$ cat config.mk
export PLATFORM = sky130hd
export DESIGN_NAME = mbist_march_ctrl
export DESIGN_NICKNAME = d
export VERILOG_FILES = /design/src/rtl/mbist_pkg.sv /design/src/rtl/mbist_addr_gen.sv /design/src/rtl/mbist_march_ctrl.sv
export SDC_FILE = /design/constraint.sdc
export NUM_CORES = 1
export LEC_CHECK = 0
export CAP_MARGIN = 20
export CORE_MARGIN = 1
export CORE_UTILIZATION = 55
export CTS_BUF_LIST = sky130_fd_sc_hd__clkbuf_4 sky130_fd_sc_hd__clkbuf_8
export CTS_CLUSTER_DIAMETER = 40
export DETAILED_ROUTE_END_ITERATION = 8
export GPL_TIMING_DRIVEN = 0
export PLACE_DENSITY = 0.85
export SLEW_MARGIN = 20
export SYNTH_ARGS = -nofsm -noshare
export SYNTH_HDL_FRONTEND = slang
export SYNTH_SLANG_ARGS = --single-unit
$ cat constraint.sdc
create_clock -name clk -period 4.7 [get_ports clk]
set_input_delay 0.47 -clock clk [delete_from_list [all_inputs] [get_ports clk]]
set_output_delay 0.47 -clock clk [all_outputs]
set_load 0.02 [all_outputs]
$ cat src/rtl/mbist_pkg.sv
// Shared types for the MBIST March C- controller: FSM states, op codes and the element table.
package mbist_pkg;

    typedef enum logic [1:0] {StIdle, StRun, StDrain, StDone} state_t;

    // Bit 1 marks a read, bit 0 selects the inverted ("1") background.
    typedef enum logic [1:0] {
        OpW0 = 2'b00,
        OpW1 = 2'b01,
        OpR0 = 2'b10,
        OpR1 = 2'b11
    } op_t;

    typedef struct packed {
        logic [1:0] op_cnt;
        op_t        op0;
        op_t        op1;
        logic       down;
    } elem_t;

    localparam int unsigned ElemCount = 6;

    // Concatenated E5 down to E0 so that ElemTable[i] is element Ei.
    localparam elem_t [ElemCount-1:0] ElemTable = {
        elem_t'{2'd1, OpR0, OpR0, 1'b0},
        elem_t'{2'd2, OpR1, OpW0, 1'b1},
        elem_t'{2'd2, OpR0, OpW1, 1'b1},
        elem_t'{2'd2, OpR1, OpW0, 1'b0},
        elem_t'{2'd2, OpR0, OpW1, 1'b0},
        elem_t'{2'd1, OpW0, OpW0, 1'b0}
    };

    function automatic logic op_is_read(input op_t op);
        return op[1];
    endfunction

    function automatic logic op_is_one(input op_t op);
        return op[0];
    endfunction

endpackage

$ cat src/rtl/mbist_addr_gen.sv
// Linear up/down address counter for the March sequencer, split into {row, col}.
module mbist_addr_gen
    import mbist_pkg::*;
#(
    parameter int unsigned ROW_ADDR_BITS = 2,
    parameter int unsigned COL_ADDR_BITS = 2
) (
    input  logic                     clk,
    input  logic                     rst,
    input  logic                     load,
    input  logic                     load_down,
    input  logic                     step,
    input  logic                     down,
    output logic [ROW_ADDR_BITS-1:0] row,
    output logic [COL_ADDR_BITS-1:0] col,
    output logic                     last
);
    localparam int unsigned AddrBits = ROW_ADDR_BITS + COL_ADDR_BITS;

    logic [AddrBits-1:0] addr_q;

    always_ff @(posedge clk) begin
        if (rst) begin
            addr_q <= '0;
        end else if (load) begin
            addr_q <= load_down ? '1 : '0;
        end else if (step) begin
            addr_q <= down ? addr_q - AddrBits'(1) : addr_q + AddrBits'(1);
        end
    end

    assign last = down ? (addr_q == '0) : (addr_q == '1);
    assign row  = addr_q[AddrBits-1:COL_ADDR_BITS];
    assign col  = addr_q[COL_ADDR_BITS-1:0];

endmodule

$ cat src/rtl/mbist_march_ctrl.sv
// MBIST March C- controller: drives one 2D memory and logs read mismatches.
// Define MBIST_CHECKERBOARD_EN to append a second pass on a row/col checkerboard background.
module mbist_march_ctrl
    import mbist_pkg::*;
#(
    parameter int unsigned ROW_ADDR_BITS  = 2,
    parameter int unsigned COL_ADDR_BITS  = 2,
    parameter int unsigned DATA_WIDTH     = 8,
    parameter int unsigned FAIL_CNT_WIDTH = 8
) (
    input  logic                      clk,
    input  logic                      rst,
    input  logic                      start,
    output logic                      busy,
    output logic                      done,
    output logic                      fail,
    output logic [FAIL_CNT_WIDTH-1:0] fail_count,
    output logic [ROW_ADDR_BITS-1:0]  first_fail_row,
    output logic [COL_ADDR_BITS-1:0]  first_fail_col,
    output logic [DATA_WIDTH-1:0]     first_fail_data,
    output logic                      mem_wr_en,
    output logic [ROW_ADDR_BITS-1:0]  mem_row,
    output logic [COL_ADDR_BITS-1:0]  mem_col,
    output logic [DATA_WIDTH-1:0]     mem_data_in,
    input  logic [DATA_WIDTH-1:0]     mem_data_out
);
    localparam logic [2:0] LastElem = 3'(ElemCount - 1);

    state_t                   state_q, state_d;
    logic [2:0]               elem_q, elem_d, elem_nxt;
    logic                     op_idx_q, op_idx_d;
    elem_t                    cur_elem;
    op_t                      cur_op;
    logic                     last_op, addr_last, run;
    logic                     load, load_down, step, clear;
    logic [ROW_ADDR_BITS-1:0] row;
    logic [COL_ADDR_BITS-1:0] col;
    logic [DATA_WIDTH-1:0]    pat, op_data;

    logic                     rd_valid_q;
    logic [ROW_ADDR_BITS-1:0] rd_row_q;
    logic [COL_ADDR_BITS-1:0] rd_col_q;
    logic [DATA_WIDTH-1:0]    rd_exp_q;

    assign cur_elem = ElemTable[elem_q];
    assign cur_op   = op_idx_q ? cur_elem.op1 : cur_elem.op0;
    assign last_op  = op_idx_q || (cur_elem.op_cnt == 2'd1);
    assign elem_nxt = (elem_q == LastElem) ? 3'd0 : elem_q + 3'd1;
    assign run      = (state_q == StRun);

`ifdef MBIST_CHECKERBOARD_EN
    logic pass_q, pass_d;
    assign pat = !pass_q ? '0 :
                 (row[0] ^ col[0]) ? {DATA_WIDTH/2{2'b10}} : {DATA_WIDTH/2{2'b01}};
`else
    assign pat = '0;
`endif

    mbist_addr_gen #(
        .ROW_ADDR_BITS (ROW_ADDR_BITS),
        .COL_ADDR_BITS (COL_ADDR_BITS)
    ) u_addr_gen (
        .clk       (clk),
        .rst       (rst),
        .load      (load),
        .load_down (load_down),
        .step      (step),
        .down      (cur_elem.down),
        .row       (row),
        .col       (col),
        .last      (addr_last)
    );

    always_ff @(posedge clk) begin
        if (rst) begin
            state_q  <= StIdle;
            elem_q   <= '0;
            op_idx_q <= 1'b0;
`ifdef MBIST_CHECKERBOARD_EN
            pass_q   <= 1'b0;
`endif
        end else begin
            state_q  <= state_d;
            elem_q   <= elem_d;
            op_idx_q <= op_idx_d;
`ifdef MBIST_CHECKERBOARD_EN
            pass_q   <= pass_d;
`endif
        end
    end

    always_comb begin
        state_d   = state_q;
        elem_d    = elem_q;
        op_idx_d  = op_idx_q;
        load      = 1'b0;
        load_down = 1'b0;
        step      = 1'b0;
        clear     = 1'b0;
`ifdef MBIST_CHECKERBOARD_EN
        pass_d    = pass_q;
`endif
        case (state_q)
            StIdle, StDone: begin
                if (start) begin
                    state_d   = StRun;
                    elem_d    = '0;
                    op_idx_d  = 1'b0;
                    load      = 1'b1;
                    load_down = ElemTable[0].down;
                    clear     = 1'b1;
`ifdef MBIST_CHECKERBOARD_EN
                    pass_d    = 1'b0;
`endif
                end
            end
            StRun: begin
                if (!last_op) begin
                    op_idx_d = 1'b1;
                end else begin
                    op_idx_d = 1'b0;
                    if (!addr_last) begin
                        step = 1'b1;
                    end else if (elem_q != LastElem) begin
                        elem_d    = elem_nxt;
                        load      = 1'b1;
                        load_down = ElemTable[elem_nxt].down;
`ifdef MBIST_CHECKERBOARD_EN
                    end else if (!pass_q) begin
                        pass_d    = 1'b1;
                        elem_d    = elem_nxt;
                        load      = 1'b1;
                        load_down = ElemTable[elem_nxt].down;
`endif
                    end else begin
                        state_d = StDrain;
                    end
                end
            end
            StDrain: state_d = StDone;
            default: state_d = StIdle;
        endcase
    end

    // Memory pins depend only on registered state, never on start or mem_data_out.
    assign op_data     = op_is_one(cur_op) ? ~pat : pat;
    assign busy        = run || (state_q == StDrain);
    assign done        = (state_q == StDone);
    assign mem_wr_en   = run && !op_is_read(cur_op);
    assign mem_row     = run ? row : '0;
    assign mem_col     = run ? col : '0;
    assign mem_data_in = mem_wr_en ? op_data : '0;

    always_ff @(posedge clk) begin
        if (rst) begin
            rd_valid_q      <= 1'b0;
            rd_row_q        <= '0;
            rd_col_q        <= '0;
            rd_exp_q        <= '0;
            fail            <= 1'b0;
            fail_count      <= '0;
            first_fail_row  <= '0;
            first_fail_col  <= '0;
            first_fail_data <= '0;
        end else begin
            rd_valid_q <= run && op_is_read(cur_op);
            rd_row_q   <= row;
            rd_col_q   <= col;
            rd_exp_q   <= op_data;
            if (clear) begin
                fail            <= 1'b0;
                fail_count      <= '0;
                first_fail_row  <= '0;
                first_fail_col  <= '0;
                first_fail_data <= '0;
            end else if (rd_valid_q && (mem_data_out != rd_exp_q)) begin
                fail <= 1'b1;
                if (fail_count != '1) begin
                    fail_count <= fail_count + FAIL_CNT_WIDTH'(1);
                end
                if (fail_count == '0) begin
                    first_fail_row  <= rd_row_q;
                    first_fail_col  <= rd_col_q;
                    first_fail_data <= mem_data_out;
                end
            end
        end
    end

endmodule

==> flow_summary_export.csv, run 1 <==
group,metric,value,unit
global_route,met2_usage,0.448,
critical_path,cp-start-kind,"flop",
clocking,clk_pin_slew,0.08,ns
global_route,grt_first_pass_wirelength,8550,um
timing,clock_skew,0.00787,ns
global_route,grt_util_met3,0.0479,
clocking,worstSkewPairLatency,0.30,ns
critical_path,r2r_setup_slack,2.39,ns
die,rows,23,
logic_synthesis,synthArstFlopShare,0,
clocking,cts_setup_buffers,0,
clocking,postCtsHoldBufs,0,
global_route,top_usage_layer,"met2",
timing,fmax,0.301,GHz
routing,routedWlPerCell,13.9,um
critical_path,critPathBufInv,3,
placed_design,dpl_worst_slack,1.67,ns
routing,drt_first_pass_iters,4,
final_layout,diodes,0,
power_and_ir_drop,power.leakage,1.10,nW
timing,max-slew-margin-rel,0.584,
critical_path,critPathTopFamily,"buffers and inverters",
logic_synthesis,yosysUniqueCellTypes,58,
power_and_ir_drop,powerDensity,403,nW/um^2
flow_run,cap_violations,0,
clocking,cts.repair.resized,0,
timing,whs,0.372,ns
global_route,use_met1,0.300,
critical_path,crit_fanout,10,
clocking,cts_tree,"yes",
clocking,cts.sinks,44,
timing,rsz0062_at_grt,"false",
logic_synthesis,netlist_instances,273,
timing,worstMarginPinSlew,0.618,ns
die,floorplan.initialDensity,0.577,
die,die_y,67.0,um
final_layout,areaGrowthSynthToFinish,27.6,%
logic_synthesis,synth_edf_count,0,
hold_path,hold_path.class,"primary input to flop",
final_layout,final_area,2970,um^2
logic_synthesis,avgSynthCellArea,8.51,um^2
final_layout,layout.area.seq,881,um^2
final_layout,stdcell_count,375,
placed_design,placed_cell_area,2840,um^2
placed_design,detailed_place_hpwl,3890,um
critical_path,cp_data_required_time,4.23,ns
placed_design,dp.cells,368,
placed_design,io_buffers,45,
power_and_ir_drop,irDropWorstVdd,0.317,mV
routing,vias,2112,
global_route,grt_remaining_overflow,0,
die,fp.dieArea,4490,um^2
critical_path,cp_cell_sequence,"ha_1 > clkbuf_1 > and2_1 > nor2b_1 > buf_4 > clkdlybuf4s50_1",
critical_path,ff2ff_path_depth,8,
timing,worst_slack,1.38,ns
timing,setup_violations,0,
routing,wl,5220,um
final_layout,multi_input_area,1240,um^2
logic_synthesis,ys_ff_latch,44,
timing,hold_viol_final,0,
routing,drc,0,
power_and_ir_drop,power,1.19,mW
clocking,max-clock-path-buffers,2,
routing,viasPerCell,5.63,
die,ios,47,
clocking,htreeDepth,2,
timing,final_max_slew_viol_count,0,
critical_path,worstSetupEndpointType,"output pin",
timing,min_period,3.32,ns
clocking,root_buffer,"clkbuf_8",
critical_path,crit_path_max_incr_delay,0.59,ns
critical_path,crit_type,"flop to output pin",
global_route,track_usage,0.254,
global_route,antenna_found_initial,0,
run_status,status,"complete, no violations",
logic_synthesis,synth_flop_cell,"dfxtp_1",
clocking,cts_buffers,5,
final_layout,fillerInstances,328,
hold_path,hp-start,"rst",
placed_design,place.gp.congestion,0.903,
critical_path,r2r_end,"first_fail_row[1]",
logic_synthesis,synth.net_count,293,
timing,final.setup.tns,0,ns
global_route,first_global_vias,1949,
final_layout,fin_nets,345,
routing,drt_iter0_drc,165,
logic_synthesis,synth_warnings,0,
logic_synthesis,ys_seq_area_frac,0.379,
critical_path,cp_slowest_cell,"clkdlybuf4s50_1",
hold_path,worstHoldPathCells,2,
logic_synthesis,syn_area,2320,um^2
global_route,grt_max_degree,14,
critical_path,cp.arrival,2.85,ns
timing,fin_crit_sh,0.707,
final_layout,fin_util,0.736,
die,die_x,67.0,um
die,core,4030,um^2
critical_path,timing.rr.start,"state_q[0]",
routing,detail-route-antenna-nets,0,
hold_path,holdPathEnd,"state_q[0]",
final_layout,drive_gt1_frac,0.0892,
## routing by layer
metal | part of all wire | routed length, um | up-vias
li1 | - | - | 1062
met1 | 0.44 | 2320 | 972
met2 | 0.49 | 2570 | 67
met3 | 0.046 | 241 | 11
met4 | 0.018 | 95 | 0
met5 | 0 | 0 | -
## power breakdown
part | leakage, nW | switching [mW] | internal (mW)
combinational | 0.676 | 0.247 | 0.181
sequential | 0.356 | 0.0306 | 0.404
clock | 0.0642 | 0.123 | 0.209
total | 1.10 | 0.401 | 0.794
## area by class of cell
type | count | share of cell area
Multi-Input combinational cell | 196 | 0.418
Sequential cell | 44 | 0.297
Timing Repair Buffer | 45 | 0.152
Buffer | 20 | 0.0523
Clock buffer | 5 | 0.0232
Tap cell | 50 | 0.0211
Clock inverter | 2 | 0.0203
Inverter | 13 | 0.0165
## cell usage after synthesis (3+ instances only)
cell type,n,area (um^2)
xnor2_1,3,26.3
or3_1,4,25.0
nand4_1,3,18.8
a221oi_1,3,26.3
ha_1,8,100
buf_4,7,52.6
nand2b_1,3,18.8
mux2i_1,5,50.1
dfxtp_1,44,881
a211oi_1,3,22.5
nand2_1,30,113
nor2_1,21,78.8
o21ai_0,20,100
nor3_1,6,30.0
clkbuf_1,9,33.8
and3_1,3,18.8
inv_1,13,48.8
nand3_1,20,100
and2_1,6,37.5
a21oi_1,13,65.1
nor2b_1,4,25.0
## state kept, by name (all words and copies together) (netlist names), 2 cells and up
signal,count
first_fail_col,2
u_addr_gen.addr_q,4
fail_count,8
state_q,2
cur_elem,7
elem_q,3
rd_col_q,2
first_fail_row,2
first_fail_data,8
rd_row_q,2
## logic make-up after synthesis
family / share of synthesized area
adder cells (fa/ha/maj): 0.0517
XOR/XNOR: 0.0151
AND/OR/NAND/NOR: 0.262
multiplexers: 0.0377
AO/OA/AOI/OAI: 0.167
buffers and inverters: 0.0878
flip-flops: 0.379
## worst max path at each step
stage / start / endpoint / slack [ns] / depth (start not counted)
3_3_place_gp: state_q[0] / mem_data_in[7] / 1.76 / 6
6_report: state_q[0] / mem_data_in[6] / 1.38 / 6
5_1_grt: state_q[0] / mem_data_in[1] / 1.14 / 6
2_1_floorplan: state_q[0] / mem_data_in[1] / 2.22 / 5
4_1_cts: state_q[0] / mem_data_in[6] / 1.32 / 6
3_5_place_dp: state_q[0] / mem_data_in[6] / 1.67 / 6
## cell usage in the layout (no fill, tap or decap), drive strengths merged, types with 2 or more instances in the layout
cell	n
clkdlybuf4s50	45
dfxtp	44
nand2	30
nor2	21
o21ai	20
nand3	20
clkbuf	15
inv	13
a21oi	13
buf	9
ha	8
and2	8
nor3	6
mux2i	6
nor2b	4
or3	4
nand4	3
nand2b	3
and3	3
xnor2	3
a221oi	3
a211oi	3
o31ai	3
or4	3
or2	2
and4	2
nand3b	2
nor3b	2
a31o	2
bufinv	2
Power figures use the tool's default switching activity.
==> run 2: changes to the inputs <==
--- a/config.mk
+++ b/config.mk
@@ -7,12 +7,12 @@
 export LEC_CHECK = 0
 export CAP_MARGIN = 20
 export CORE_MARGIN = 1
-export CORE_UTILIZATION = 55
+export CORE_UTILIZATION = 48
 export CTS_BUF_LIST = sky130_fd_sc_hd__clkbuf_4 sky130_fd_sc_hd__clkbuf_8
 export CTS_CLUSTER_DIAMETER = 40
 export DETAILED_ROUTE_END_ITERATION = 8
 export GPL_TIMING_DRIVEN = 0
-export PLACE_DENSITY = 0.85
+export PLACE_DENSITY = 0.78
 export SLEW_MARGIN = 20
 export SYNTH_ARGS = -nofsm -noshare
 export SYNTH_HDL_FRONTEND = slang
==> constraint.sdc (replaced) <==
create_clock -name clk -period 3 [get_ports clk]
set_input_delay 0.3 -clock clk [delete_from_list [all_inputs] [get_ports clk]]
set_output_delay 0.3 -clock clk [all_outputs]
set_load 0.02 [all_outputs]
==> run 2 against run 1 <==
Compared with the run above:
- final cell count is 0.80% higher
- critical path depth stayed put
- sequential share of layout area up 0.11 points
- critical path type unchanged
- routed wire length fell by 2.5%
- die area is 14% higher
- combinational power rose by 56%
- clock skew shrank 0.0015 ns
- final area fell by 0.38%
==> flow_summary_export.csv, run 2 (synthesis results as in run 1) <==
group,metric,value,unit
run_status,status,"complete, no violations",
power_and_ir_drop,clockPowerShare,0.251,
global_route,grt_remaining_overflow,0,
clocking,cts.sinks,44,
die,fp.dieArea,5120,um^2
critical_path,crit_fanout,10,
power_and_ir_drop,powerDensity,609,nW/um^2
clocking,worstSkewPairLatency,0.29,ns
timing,final.setup.tns,0,ns
routing,drt_first_pass_iters,4,
power_and_ir_drop,power_frac_seq,0.379,
placed_design,placed_cell_area,2840,um^2
timing,rsz0062_at_grt,"false",
hold_path,worstHoldPathCells,2,
clocking,root_buffer,"clkbuf_8",
die,core,4500,um^2
timing,fin_crit_sh,0.927,
final_layout,layout_common_cells,"clkdlybuf4s50_1 (45), dfxtp_1 (44), nand2_1 (30)",
hold_path,hold_path.class,"primary input to flop",
global_route,antenna_found_initial,0,
die,floorplan.initialDensity,0.516,
routing,vias,2102,
power_and_ir_drop,intPower,1.17,mW
power_and_ir_drop,power.leakage,1.09,nW
clocking,cts_buffers,5,
placed_design,detailed_place_hpwl,3650,um
routing,detail-route-antenna-nets,0,
timing,clock_skew,0.00632,ns
die,die_x,71.6,um
final_layout,areaGrowthSynthToFinish,27.1,%
power_and_ir_drop,irDropWorstVdd,0.452,mV
final_layout,final_common_cell,"clkdlybuf4s50_1",
die,rows,24,
timing,setup_violations,0,
routing,routedWlPerCell,13.5,um
power_and_ir_drop,netSwitchingFraction,0.347,
critical_path,ff2ff_path_depth,8,
global_route,first_global_vias,1920,
critical_path,cp.arrival,2.48,ns
timing,fmax,0.360,GHz
timing,hold_viol_final,0,
critical_path,cp_data_required_time,2.70,ns
placed_design,place.gp.congestion,0.868,
critical_path,cp-start-kind,"flop",
final_layout,fin_nets,345,
placed_design,io_buffers,45,
timing,min_period,2.78,ns
die,die_y,71.6,um
flow_run,cap_violations,0,
routing,wl,5090,um
global_route,grt_max_degree,14,
global_route,track_usage,0.213,
final_layout,drive_gt1_frac,0.0982,
routing,viasPerCell,5.56,
timing,worstMarginPinSlew,0.620,ns
clocking,clk_pin_slew,0.08,ns
critical_path,crit_type,"flop to output pin",
final_layout,diodes,0,
power_and_ir_drop,pwr-share-comb,0.371,
clocking,htreeDepth,2,
timing,max-slew-margin-rel,0.585,
routing,drc,0,
timing,final_max_slew_viol_count,0,
die,ios,47,
power_and_ir_drop,p_switching,624,uW
global_route,grt_first_pass_wirelength,8610,um
final_layout,fin_util,0.656,
critical_path,worstSetupEndpointType,"output pin",
routing,drt_iter0_drc,89,
timing,whs,0.210,ns
clocking,max-clock-path-buffers,2,
clocking,cts_tree,"yes",
clocking,cts_setup_buffers,0,
final_layout,final_area,2950,um^2
-- run 2: layout make-up --
cell class / instances / area, um^2
multi-input cells: 196 / 1240
plain buffers: 20 / 156
flip-flops and latches: 44 / 881
clock buffers: 6 / 76.3
clock inverters: 2 / 35.0
inverters: 13 / 48.8
well taps: 52 / 65.1
fillers: 400 / 1550
repair buffers: 45 / 450
-- run 2: worst max-delay path, cell delays in order, from the launching register on --
cell             delay, ns
dfxtp_1               0.42
ha_1                  0.26
clkbuf_2              0.28
and2_1                0.18
nor2b_2               0.30
buf_4                 0.16
clkdlybuf4s50_1       0.59
-- run 2: path summary, 6_finish.rpt --
path / from / slack [ns] / endpoint
hold / removal: rst / 0.21 / state_q[0]
setup reg to reg: state_q[0] / 0.65 / first_fail_row[1]
setup / recovery: state_q[0] / 0.22 / mem_data_in[6]
hold reg to reg: rd_row_q[0] / 0.45 / first_fail_row[0]
-- run 2: power groups by stage --
stage / clock [mW] / combinational, mW / sequential [mW]
after global placement: 0 / 0.649 / 0.689
after floorplan: 0 / 0.479 / 0.683
final: 0.451 / 0.667 / 0.681
after global routing: 0.489 / 0.728 / 0.689
after detailed placement: 0 / 0.659 / 0.693
after CTS: 0.467 / 0.665 / 0.681
-- run 2: metal layers --
layer | part of all wire | vias up | GRT usage
met5 | 0 | - | 0
li1 | - | 1060 | -
met1 | 0.45 | 975 | 0.267
met3 | 0.048 | 6 | 0.0563
met4 | 0.0092 | 0 | 0.0784
met2 | 0.49 | 61 | 0.356
-- run 2: per-stage QoR --
step / instances / total power [mW] / setup slack [ns]
after CTS: 378 / 1.81 / 0.0273
after detailed placement: 370 / 1.35 / 0.162
after floorplan: 273 / 1.16 / 0.685
after global placement: 370 / 1.34 / 0.243
after global routing: 378 / 1.91 / 0.0596
final: 378 / 1.80 / 0.220
-- run 2: timing repair --
action	CTS	global route
gates resized for setup	1	1
pin swaps	0	0
hold buffers	0	0
endpoints found under the setup margin	8	8
==> run 3: changes to the inputs <==
--- a/config.mk
+++ b/config.mk
@@ -7,12 +7,12 @@
 export LEC_CHECK = 0
 export CAP_MARGIN = 20
 export CORE_MARGIN = 1
-export CORE_UTILIZATION = 48
+export CORE_UTILIZATION = 53
 export CTS_BUF_LIST = sky130_fd_sc_hd__clkbuf_4 sky130_fd_sc_hd__clkbuf_8
 export CTS_CLUSTER_DIAMETER = 40
 export DETAILED_ROUTE_END_ITERATION = 8
 export GPL_TIMING_DRIVEN = 0
-export PLACE_DENSITY = 0.78
+export PLACE_DENSITY = 0.82
 export SLEW_MARGIN = 20
 export SYNTH_ARGS = -nofsm -noshare
 export SYNTH_HDL_FRONTEND = slang
==> constraint.sdc (replaced) <==
create_clock -name clk -period 3.05 [get_ports clk]
set_input_delay 0.305 -clock clk [delete_from_list [all_inputs] [get_ports clk]]
set_output_delay 0.305 -clock clk [all_outputs]
set_load 0.02 [all_outputs]
==> run 3 against run 2 <==
Compared with the run above:
- sequential power shrank 2%
- final cell count decreased by 0.79%
- largest power group unchanged
- worst hold slack improved by 0.00076 ns
- largest cell class unchanged
==> flow_summary_export.csv, run 3 (synthesis results as in run 1) <==
group,metric,value,unit
critical_path,worstSetupEndpointType,"output pin",
final_layout,final_common_cell,"clkdlybuf4s50_1",
global_route,track_usage,0.242,
timing,min_period,2.77,ns
clocking,root_buffer,"clkbuf_8",
routing,drt_first_pass_iters,4,
placed_design,detailed_place_hpwl,3850,um
timing,fin_crit_sh,0.907,
clocking,max-clock-path-buffers,2,
final_layout,areaGrowthSynthToFinish,25.7,%
critical_path,cp_data_required_time,2.74,ns
critical_path,crit_fanout,10,
routing,wl,5140,um
die,die_x,68.2,um
die,ios,47,
critical_path,cp-start-kind,"flop",
timing,whs,0.210,ns
placed_design,place.gp.congestion,0.862,
critical_path,r2r_setup_slack,0.75,ns
die,floorplan.initialDensity,0.565,
final_layout,diodes,0,
die,die_y,68.2,um
flow_run,cap_violations,0,
timing,clock_skew,0.00586,ns
clocking,htreeDepth,2,
critical_path,cp.arrival,2.46,ns
power_and_ir_drop,powerDensity,571,nW/um^2
power_and_ir_drop,irDropWorstVdd,0.667,mV
final_layout,drive_gt1_frac,0.0954,
critical_path,crit_type,"flop to output pin",
timing,setup_violations,0,
die,rows,23,
global_route,grt_remaining_overflow,0,
die,core,4120,um^2
power_and_ir_drop,power,1.67,mW
routing,routedWlPerCell,13.7,um
clocking,postCtsHoldBufs,0,
placed_design,dp.cells,368,
run_status,status,"complete, no violations",
global_route,antenna_found_initial,0,
timing,final.setup.tns,0,ns
hold_path,hold_path.class,"primary input to flop",
timing,worstMarginPinSlew,0.573,ns
final_layout,layout_common_cells,"clkdlybuf4s50_1 (45), dfxtp_1 (44), nand2_1 (30)",
final_layout,fin_nets,345,
routing,vias,2062,
global_route,first_global_vias,1813,
global_route,grt_max_degree,14,
timing,worst_slack,0.283,ns
power_and_ir_drop,power.leakage,1.08,nW
timing,final_max_slew_viol_count,0,
timing,fmax,0.361,GHz
routing,detail-route-antenna-nets,0,
placed_design,io_buffers,45,
routing,drc,0,
timing,rsz0062_at_grt,"false",
final_layout,stdcell_count,375,
clocking,cts.sinks,44,
clocking,cts_tree,"yes",
placed_design,dpl_worst_slack,0.275,ns
clocking,worstSkewPairLatency,0.30,ns
global_route,grt_first_pass_wirelength,8260,um
clocking,cts_buffers,5,
timing,max-slew-margin-rel,0.614,
die,fp.dieArea,4650,um^2
routing,drt_iter0_drc,166,
timing,hold_viol_final,0,
clocking,clk_pin_slew,0.07,ns
routing,viasPerCell,5.50,
-- run 3: cell count changes in the layout (fill, tap and decap cells not counted) --
cell,previous run,this run
clkbuf_4,1,0
clkinvlp_4,0,1
bufinv_16,1,0
-- run 3: worst paths after layout --
check / startpoint / endpoint / cells after the start
worst max register to register: state_q[0] / first_fail_data[3] / 8
worst min register to register: rd_col_q[1] / first_fail_col[1] / 2
worst min-delay path: rst / state_q[0] / 2
worst max-delay path: state_q[0] / mem_data_in[3] / 6
-- run 3: layer usage --
metal / vias up / share of wire / GRT usage
li1: 1063 / - / -
met2: 63 / 0.45 / 0.390
met3: 7 / 0.059 / 0.0617
met5: - / 0 / 0
met1: 929 / 0.47 / 0.303
met4: 0 / 0.019 / 0.102
-- run 3: final cells by class --
cell class,count,area [um^2]
Buffer,20,156
Clock buffer,5,68.8
Clock inverter,2,12.5
Fill cell,326,1190
Inverter,13,48.8
Multi-Input combinational cell,196,1240
Sequential cell,44,881
Tap cell,50,62.6
Timing Repair Buffer,45,450
-- run 3: metrics by stage --
step / util / area (um^2)
after floorplan: - / 2320
after global placement: 0.689 / 2840
after detailed placement: 0.689 / 2840
after CTS: 0.710 / 2920
after global routing: 0.710 / 2920
final: 0.710 / 2920
-- run 3: critical path, stage by stage (launching register included) --
cell and delay, ns:
dfxtp_1 0.41, ha_1 0.26, clkbuf_2 0.26, and2_1 0.17, nor2b_2 0.30, buf_4 0.17, clkdlybuf4s50_1 0.60
-- run 3: what timing repair did --
item / in CTS / in global routing
resized for setup: 1 / 2
setup buffers: 0 / 0
endpoints found under the setup margin: 7 / 7
hold endpoints to repair: 0 / 0
-- run 3: where the power goes --
part           total [mW]  internal [mW]  switching [mW]
logic               0.655          0.281           0.375
clock network       0.346          0.155           0.191
registers           0.666          0.622          0.0444
total                1.67           1.06           0.610
